File: config.mk
export PLATFORM = sky130hd
export DESIGN_NAME = lane_writeback_flat
export DESIGN_NICKNAME = d
export VERILOG_FILES = /design/src/rtl/lane_writeback_pkg.sv /design/src/rtl/lane_writeback_if.sv /design/src/rtl/lane_writeback_wb_fifo.sv /design/src/rtl/lane_writeback.sv /design/src/flat_wrapper.sv
export SDC_FILE = /design/constraint.sdc
export NUM_CORES = 1
export LEC_CHECK = 0
export BUFFER_PORTS_ARGS = -buffer_cell sky130_fd_sc_hd__buf_2
export CAP_MARGIN = 20
export CORE_MARGIN = 5
export CORE_UTILIZATION = 56
export DETAILED_ROUTE_END_ITERATION = 12
export GPL_TIMING_DRIVEN = 1
export PLACE_DENSITY = 0.88
export SLEW_MARGIN = 20
export SYNTH_ARGS = -nofsm -noshare
export SYNTH_HDL_FRONTEND = slang
export SYNTH_SLANG_ARGS = --single-unit
File: constraint.sdc
create_clock -name clk -period 5.8 [get_ports clk]
set_input_delay 1.16 -clock clk [delete_from_list [all_inputs] [get_ports clk]]
set_output_delay 1.16 -clock clk [all_outputs]
set_load 0.1 [all_outputs]
File: src/rtl/lane_writeback_pkg.sv
// Shared types for the per-lane write-back stage.
package lane_writeback_pkg;

    localparam int unsigned ThreadW = 4;
    localparam int unsigned RegW    = 4;
    localparam int unsigned DataW   = 18;

    // Integer pipe output: carries its own destination.
    typedef struct packed {
        logic [ThreadW-1:0] thread_num;
        logic [RegW-1:0]    rd;
        logic [DataW-1:0]   write_data;
        logic               regwrite;
        logic               set_pred;
        logic               new_pred_val;
    } int_write_reg;

    // FP pipe output: destination comes from the issue-time tag instead.
    typedef struct packed {
        logic [DataW-1:0] write_data;
        logic             regwrite;
        logic             set_pred;
        logic             new_pred_val;
    } fp_write_reg;

    typedef struct packed {
        logic               valid;
        logic [ThreadW-1:0] thread_num;
        logic [RegW-1:0]    rd;
    } wb_tag;

    typedef struct packed {
        logic [ThreadW-1:0] thread_num;
        logic [RegW-1:0]    rd;
        logic [DataW-1:0]   write_data;
        logic               regwrite;
        logic               set_pred;
        logic               new_pred_val;
    } wb_req;

    // An item only competes for the write port if it writes something.
    function automatic logic wants_write(input logic regwrite, input logic set_pred);
        return regwrite | set_pred;
    endfunction

endpackage

File: src/rtl/lane_writeback_if.sv
// Bundle of issue tags, pipe results and write-port outputs of lane_writeback.
interface lane_writeback_if;
    import lane_writeback_pkg::*;

    logic               fp_issue_valid;
    logic [ThreadW-1:0] fp_issue_thread;
    logic [RegW-1:0]    fp_issue_rd;
    logic               int_wb_valid;
    int_write_reg       int_wb;
    logic               fp_wb_valid;
    fp_write_reg        fp_wb;
    logic               rf_we;
    logic [ThreadW-1:0] rf_thread;
    logic [RegW-1:0]    rf_addr;
    logic [DataW-1:0]   rf_wdata;
    logic               pred_we;
    logic [ThreadW-1:0] pred_thread;
    logic               pred_val;
    logic               stall_issue;
    logic               err_fp_tag;
    logic               err_ovf;

    modport master (
        output fp_issue_valid, fp_issue_thread, fp_issue_rd,
        output int_wb_valid, int_wb, fp_wb_valid, fp_wb,
        input  rf_we, rf_thread, rf_addr, rf_wdata, pred_we, pred_thread, pred_val,
        input  stall_issue, err_fp_tag, err_ovf
    );

    modport slave (
        input  fp_issue_valid, fp_issue_thread, fp_issue_rd,
        input  int_wb_valid, int_wb, fp_wb_valid, fp_wb,
        output rf_we, rf_thread, rf_addr, rf_wdata, pred_we, pred_thread, pred_val,
        output stall_issue, err_fp_tag, err_ovf
    );

endinterface

File: src/rtl/lane_writeback_wb_fifo.sv
// Collision queue for integer results that lost write-port arbitration.
module lane_writeback_wb_fifo
    import lane_writeback_pkg::*;
#(
    parameter int unsigned Depth = 4
) (
    input  logic                   clk_i,
    input  logic                   rst_ni,
    input  logic                   push_i,
    input  wb_req                  data_i,
    input  logic                   pop_i,
    output wb_req                  data_o,
    output logic [$clog2(Depth):0] count_next_o,
    output logic                   full_o,
    output logic                   empty_o
);
    localparam int unsigned PtrW = $clog2(Depth);
    localparam int unsigned CntW = PtrW + 1;
    localparam logic [CntW-1:0] FullCnt = CntW'(Depth);

    wb_req           mem_q [Depth];
    logic [PtrW-1:0] wr_ptr_q, wr_ptr_d, rd_ptr_q, rd_ptr_d;
    logic [CntW-1:0] count_q, count_d;
    logic            push_ok, pop_ok;

    assign full_o  = (count_q == FullCnt);
    assign empty_o = (count_q == '0);
    // Push while full is accepted only when the head leaves in the same cycle.
    assign pop_ok  = pop_i & ~empty_o;
    assign push_ok = push_i & (~full_o | pop_ok);
    assign data_o  = mem_q[rd_ptr_q];
    assign count_next_o = count_d;

    // Pointer and occupancy next state; pointers wrap at Depth.
    always_comb begin
        wr_ptr_d = wr_ptr_q + PtrW'(push_ok);
        rd_ptr_d = rd_ptr_q + PtrW'(pop_ok);
        count_d  = count_q + CntW'(push_ok) - CntW'(pop_ok);
    end

    // Entry storage, no reset needed since occupancy gates reads.
    always_ff @(posedge clk_i) begin
        if (push_ok) begin
            mem_q[wr_ptr_q] <= data_i;
        end
    end

    // Pointer and count state with synchronous reset.
    always_ff @(posedge clk_i) begin
        if (!rst_ni) begin
            wr_ptr_q <= '0;
            rd_ptr_q <= '0;
            count_q  <= '0;
        end else begin
            wr_ptr_q <= wr_ptr_d;
            rd_ptr_q <= rd_ptr_d;
            count_q  <= count_d;
        end
    end

endmodule

File: src/rtl/lane_writeback.sv
// Per-lane write-back: merges FP and integer results onto one RF/predicate port.
module lane_writeback
    import lane_writeback_pkg::*;
#(
    parameter int unsigned FP_LATENCY   = 4,
    parameter int unsigned FIFO_DEPTH   = 4,
    parameter int unsigned STALL_MARGIN = 2
) (
    input logic             clk,
    input logic             rst_n,
    lane_writeback_if.slave bus
);
    localparam int unsigned CntW = $clog2(FIFO_DEPTH) + 1;
    localparam logic [CntW-1:0] StallThr = CntW'(FIFO_DEPTH - STALL_MARGIN);

    wb_tag tag_q [FP_LATENCY];
    wb_tag tag_d [FP_LATENCY];
    wb_tag tail;

    logic            fp_req, int_req, bypass, push_req, int_drop, fp_tag_err;
    logic            fifo_push, fifo_pop, fifo_full, fifo_empty, win_valid, waw_hit;
    logic [CntW-1:0] count_next;
    wb_req           int_as_req, fp_as_req, head, win;

    logic               rf_we_q, pred_we_q, pred_val_q, stall_q, err_fp_q, err_ovf_q;
    logic [ThreadW-1:0] thread_q;
    logic [RegW-1:0]    addr_q;
    logic [DataW-1:0]   wdata_q;

    // FP destination tag enters at issue and reaches the tail FP_LATENCY cycles later.
    assign tag_d[0] = {bus.fp_issue_valid, bus.fp_issue_thread, bus.fp_issue_rd};
    for (genvar g = 1; g < FP_LATENCY; g++) begin : g_shift
        assign tag_d[g] = tag_q[g-1];
    end
    assign tail = tag_q[FP_LATENCY-1];

    // Tag delay line; reset discards every in-flight tag.
    always_ff @(posedge clk) begin
        if (!rst_n) begin
            tag_q <= '{default: '0};
        end else begin
            tag_q <= tag_d;
        end
    end

    assign int_as_req = '{thread_num: bus.int_wb.thread_num, rd: bus.int_wb.rd,
                          write_data: bus.int_wb.write_data, regwrite: bus.int_wb.regwrite,
                          set_pred: bus.int_wb.set_pred, new_pred_val: bus.int_wb.new_pred_val};
    assign fp_as_req  = '{thread_num: tail.thread_num, rd: tail.rd,
                          write_data: bus.fp_wb.write_data, regwrite: bus.fp_wb.regwrite,
                          set_pred: bus.fp_wb.set_pred, new_pred_val: bus.fp_wb.new_pred_val};

    // Fixed priority: FP, then FIFO head, then int bypass when the FIFO is empty.
    always_comb begin
        fp_req     = bus.fp_wb_valid & tail.valid
                   & wants_write(bus.fp_wb.regwrite, bus.fp_wb.set_pred);
        int_req    = bus.int_wb_valid & wants_write(bus.int_wb.regwrite, bus.int_wb.set_pred);
        fp_tag_err = bus.fp_wb_valid ^ tail.valid;
        fifo_pop   = ~fp_req & ~fifo_empty;
        bypass     = ~fp_req & fifo_empty & int_req;
        push_req   = int_req & ~bypass;
        fifo_push  = push_req & (~fifo_full | fifo_pop);
        int_drop   = push_req & fifo_full & ~fifo_pop;
        win_valid  = fp_req | fifo_pop | bypass;
        if (fp_req) begin
            win = fp_as_req;
        end else if (fifo_pop) begin
            win = head;
        end else begin
            win = int_as_req;
        end
        waw_hit = fp_req & int_req & bus.fp_wb.regwrite & bus.int_wb.regwrite
                & (tail.thread_num == bus.int_wb.thread_num) & (tail.rd == bus.int_wb.rd);
    end

    lane_writeback_wb_fifo #(
        .Depth (FIFO_DEPTH)
    ) u_wb_fifo (
        .clk_i        (clk),
        .rst_ni       (rst_n),
        .push_i       (fifo_push),
        .data_i       (int_as_req),
        .pop_i        (fifo_pop),
        .data_o       (head),
        .count_next_o (count_next),
        .full_o       (fifo_full),
        .empty_o      (fifo_empty)
    );

    // Registered write port; data fields hold their value when nothing wins.
    always_ff @(posedge clk) begin
        if (!rst_n) begin
            rf_we_q    <= 1'b0;
            pred_we_q  <= 1'b0;
            pred_val_q <= 1'b0;
            thread_q   <= '0;
            addr_q     <= '0;
            wdata_q    <= '0;
            stall_q    <= 1'b0;
            err_fp_q   <= 1'b0;
            err_ovf_q  <= 1'b0;
        end else begin
            rf_we_q   <= win_valid & win.regwrite;
            pred_we_q <= win_valid & win.set_pred;
            if (win_valid) begin
                thread_q   <= win.thread_num;
                addr_q     <= win.rd;
                wdata_q    <= win.write_data;
                pred_val_q <= win.new_pred_val;
            end
            stall_q   <= (count_next >= StallThr);
            err_fp_q  <= err_fp_q | fp_tag_err;
            err_ovf_q <= err_ovf_q | int_drop;
        end
    end

    assign bus.rf_we       = rf_we_q;
    assign bus.rf_thread   = thread_q;
    assign bus.rf_addr     = addr_q;
    assign bus.rf_wdata    = wdata_q;
    assign bus.pred_we     = pred_we_q;
    assign bus.pred_thread = thread_q;
    assign bus.pred_val    = pred_val_q;
    assign bus.stall_issue = stall_q;
    assign bus.err_fp_tag  = err_fp_q;
    assign bus.err_ovf     = err_ovf_q;

    // Upstream scoreboard must never let an int and FP write hit the same register together.
    a_no_waw: assert property (@(posedge clk) disable iff (!rst_n) !waw_hit);

endmodule

File: src/flat_wrapper.sv
// flat-port wrapper written by rule: the top's interface ports become plain ports
module lane_writeback_flat import lane_writeback_pkg::*;
#(
    parameter int unsigned FP_LATENCY   = 4,
    parameter int unsigned FIFO_DEPTH   = 4,
    parameter int unsigned STALL_MARGIN = 2
)
  (clk, rst_n, bus_fp_issue_valid, bus_fp_issue_thread, bus_fp_issue_rd, bus_int_wb_valid, bus_int_wb, bus_fp_wb_valid, bus_fp_wb, bus_rf_we, bus_rf_thread, bus_rf_addr, bus_rf_wdata, bus_pred_we, bus_pred_thread, bus_pred_val, bus_stall_issue, bus_err_fp_tag, bus_err_ovf);
  lane_writeback_if bus_i ();
  input logic clk;
  input logic rst_n;
  input wire logic [$bits(bus_i.fp_issue_valid)-1:0] bus_fp_issue_valid;
  input wire logic [$bits(bus_i.fp_issue_thread)-1:0] bus_fp_issue_thread;
  input wire logic [$bits(bus_i.fp_issue_rd)-1:0] bus_fp_issue_rd;
  input wire logic [$bits(bus_i.int_wb_valid)-1:0] bus_int_wb_valid;
  input wire logic [$bits(bus_i.int_wb)-1:0] bus_int_wb;
  input wire logic [$bits(bus_i.fp_wb_valid)-1:0] bus_fp_wb_valid;
  input wire logic [$bits(bus_i.fp_wb)-1:0] bus_fp_wb;
  output wire logic [$bits(bus_i.rf_we)-1:0] bus_rf_we;
  output wire logic [$bits(bus_i.rf_thread)-1:0] bus_rf_thread;
  output wire logic [$bits(bus_i.rf_addr)-1:0] bus_rf_addr;
  output wire logic [$bits(bus_i.rf_wdata)-1:0] bus_rf_wdata;
  output wire logic [$bits(bus_i.pred_we)-1:0] bus_pred_we;
  output wire logic [$bits(bus_i.pred_thread)-1:0] bus_pred_thread;
  output wire logic [$bits(bus_i.pred_val)-1:0] bus_pred_val;
  output wire logic [$bits(bus_i.stall_issue)-1:0] bus_stall_issue;
  output wire logic [$bits(bus_i.err_fp_tag)-1:0] bus_err_fp_tag;
  output wire logic [$bits(bus_i.err_ovf)-1:0] bus_err_ovf;
  assign bus_i.fp_issue_valid = bus_fp_issue_valid;
  assign bus_i.fp_issue_thread = bus_fp_issue_thread;
  assign bus_i.fp_issue_rd = bus_fp_issue_rd;
  assign bus_i.int_wb_valid = bus_int_wb_valid;
  assign bus_i.int_wb = bus_int_wb;
  assign bus_i.fp_wb_valid = bus_fp_wb_valid;
  assign bus_i.fp_wb = bus_fp_wb;
  assign bus_rf_we = bus_i.rf_we;
  assign bus_rf_thread = bus_i.rf_thread;
  assign bus_rf_addr = bus_i.rf_addr;
  assign bus_rf_wdata = bus_i.rf_wdata;
  assign bus_pred_we = bus_i.pred_we;
  assign bus_pred_thread = bus_i.pred_thread;
  assign bus_pred_val = bus_i.pred_val;
  assign bus_stall_issue = bus_i.stall_issue;
  assign bus_err_fp_tag = bus_i.err_fp_tag;
  assign bus_err_ovf = bus_i.err_ovf;
  lane_writeback #(.FP_LATENCY(FP_LATENCY), .FIFO_DEPTH(FIFO_DEPTH), .STALL_MARGIN(STALL_MARGIN)) u_core (.clk(clk), .rst_n(rst_n), .bus(bus_i));
endmodule
==> flow_summary.json <==
{
  "status": "complete, no violations",
  "dieArea_sq_mm": 0.0149,
  "slew_headroom_pct": 55.5,
  "yosysSeqAreaShare_pct": 70.8,
  "cts_buffer_depth": 2,
  "setup_viol": 0,
  "antenna_left": 0,
  "gr-total-overflow": 0,
  "cts_buffers": 17,
  "ys_warn_count": 0,
  "crit_fanout": 61,
  "track_usage_pct": 22.1,
  "fin_tns_setup_ns": 0,
  "min_period_over_period_pct": 63.0,
  "min_period_ns": 3.66,
  "whs_ns": 0.430,
  "synth_fp_nets": 516,
  "final_area_sq_mm": 0.00828,
  "place_hpwl_um": 8980,
  "powerDensity_mw_per_mm2": 577,
  "critPathLaunchType": "input port",
  "antenna_cells": 0,
  "cts_setup_buffers": 0,
  "route.detailed.wl_per_inst_um": 21.7,
  "end_kind": "register",
  "syn_to_final_growth_pct": 17.5,
  "max_stage_delay_ns": 0.54,
  "via_per_inst": 5.92,
  "htree_levels": 4,
  "hp-class": "register to register",
  "tightest_slew_ns": 0.668,
  "grt_pass1_vias": 4389,
  "worst_ep_required_time_ns": 6.11,
  "clk_latency_ns": 0.43,
  "synth_cells": 447,
  "mostFrequentLayoutCell": "edfxtp_1",
  "drtIter0Drc": 390,
  "peakVddDrop_v": 0.000375,
  "crit_type": "input port to register",
  "critPathTopFamily": "adder cells",
  "drc_errors": 0,
  "ys_seq_elements": 191,
  "worstPathCellList": "buf_2 -> ha_1 -> o21ai_4 -> buf_4 -> and2_1 -> ha_1 -> inv_1 -> ha_1 -> fa_1 -> xnor2_1 -> xnor2_1 -> and2_1 -> or2_2",
  "clk_pin_slew_ns": 0.07,
  "critPathArrivalTime_ns": 3.96,
  "r2r_slack_ns": 2.46,
  "cts_tree": "done",
  "total_power_uw": 4780,
  "grt_max_degree": 75,
  "die_w_um": 122,
  "synth_cell_types": 32,
  "skew_ns": 0.00733,
  "drive_gt1_share_pct": 32.4,
  "drt_wl_total_um": 15700,
  "crit_top_cell": "ha_1",
  "finalHoldViolations": 0,
  "hold_buffers": 0,
  "port_buffers": 98,
  "cp_slowest_cell": "buf_4",
  "drv_cap": 0,
  "cp_num_buf_inv": 3,
  "p_leak_uw": 0.00305,
  "syn_area_sq_mm": 0.00705,
  "place_ws_ns": 1.72,
  "worst_slack_ns": 2.14,
  "core_region_area_sq_mm": 0.0125,
  "ios": 99,
  "fin_nets": 606,
  "placed_cell_area_sq_mm": 0.00765,
  "mostFrequentLayoutCells": "116 x edfxtp_1, 97 x buf_2, 74 x dfxtp_1",
  "clock-sinks": 191,
  "gp_congestion": 0.737,
  "die_height_um": 122,
  "rsz0062_at_grt": "no",
  "syn_avg_cell_area_sq_um": 15.8,
  "start_util_pct": 56.5,
  "post_cts_resized": 0,
  "antenna_found_initial": 1,
  "vias": 4275,
  "num_rows": 41,
  "grt_pass1_wl_um": 24100,
  "fmax_mhz": 274,
  "maxSlewViolCount": 0,
  "ctsRootBufferMaster": "clkbuf_16",
  "drt_pass1_iterations": 5
}
[layout make-up]
cell class	count	area, sq um
multi-input combinational	216	1880
sequential	191	4990
fill	819	4180
inverter	4	15.0
timing repair buffer	107	561
clock inverter	14	186
tap	172	215
clock buffer	18	439
[synthesized netlist by cell type]
master / instances / share of area (%)
mux4_2: 29 / 9.3
buf_12: 1 / 0.28
nor3_2: 1 / 0.14
nand3_1: 1 / 0.071
fa_1: 1 / 0.28
dfxtp_1: 75 / 21
and3_1: 1 / 0.089
or2_2: 1 / 0.089
o21ai_2: 1 / 0.12
buf_6: 2 / 0.32
or3_1: 1 / 0.089
inv_1: 3 / 0.16
o21ai_1: 2 / 0.14
o211ai_1: 2 / 0.21
a21o_2: 1 / 0.12
o21a_1: 2 / 0.21
buf_2: 11 / 0.78
nor3_1: 2 / 0.14
a31oi_1: 29 / 2.6
xnor2_1: 2 / 0.25
and2_1: 44 / 3.9
buf_4: 6 / 0.64
o221ai_1: 27 / 3.4
nor2_1: 1 / 0.053
nand2_1: 32 / 1.7
inv_2: 1 / 0.053
ha_1: 5 / 0.89
nor3b_1: 2 / 0.21
edfxtp_1: 116 / 49
o21ai_0: 26 / 1.8
clkbuf_1: 16 / 0.85
xor2_1: 3 / 0.37
[kinds of logic after synthesis]
kind of cell	share of synthesized area [%]
AOI/OAI and AO/OA	8.60
xor gates and xnor gates	0.622
adders and majority gates	1.17
buffers and inverters	3.09
DFF	70.8
muxes	9.27
and+or+nand+nor	6.50
[stage by stage]
| step | utilization, % | cells |
|---|---|---|
| after floorplan | - | 447 |
| after global placement | 61.4 | 690 |
| after detailed placement | 61.4 | 690 |
| after CTS | 66.4 | 722 |
| after global routing | 66.4 | 722 |
| final | 66.4 | 722 |
[power by group]
part	internal (uW)	switching, uW	leakage (uW)
Clock	734	497	0.000305
Combinational	445	1300	0.00107
Sequential	1640	162	0.00167
[final timing paths]
kind                               startpoint                     end  cells past startpoint
setup / recovery              bus_fp_wb_valid  u_core.bus.stall_issue                     13
hold / removal               u_core.tag_d[24]        u_core.tag_d[15]                      1
setup reg to reg  u_core.u_wb_fifo.count_q[2]  u_core.bus.stall_issue                     10
hold reg to reg              u_core.tag_d[24]        u_core.tag_d[15]                      1
[flip-flops by register name (all words and copies together), names as in the netlist]
register                   count
u_core.bus.err_ovf             1
u_core.bus.pred_val            1
u_core.u_wb_fifo.wr_ptr_q      2
u_core.bus.err_fp_tag          1
u_core.bus.rf_wdata           18
u_core.bus.rf_we               1
u_core.bus.stall_issue         1
u_core.tag_d                  27
u_core.bus.pred_we             1
u_core.u_wb_fifo.mem_q       116
u_core.bus.rf_addr             4
u_core.tag_q                   1
u_core.bus.pred_thread         4
u_core.fp_as_req               8
u_core.u_wb_fifo.count_q       3
u_core.u_wb_fifo.rd_ptr_q      2
[routing by layer]
layer | up-vias | GRT usage (%) | share of wire [%]
li1 | 1894 | - | -
met1 | 2126 | 26.1 | 36
met2 | 223 | 38.6 | 53
met3 | 30 | 6.50 | 8.8
met4 | 2 | 7.56 | 2.1
met5 | - | 0 | 0.045
No activity file was read; power rests on OpenSTA's default activity.
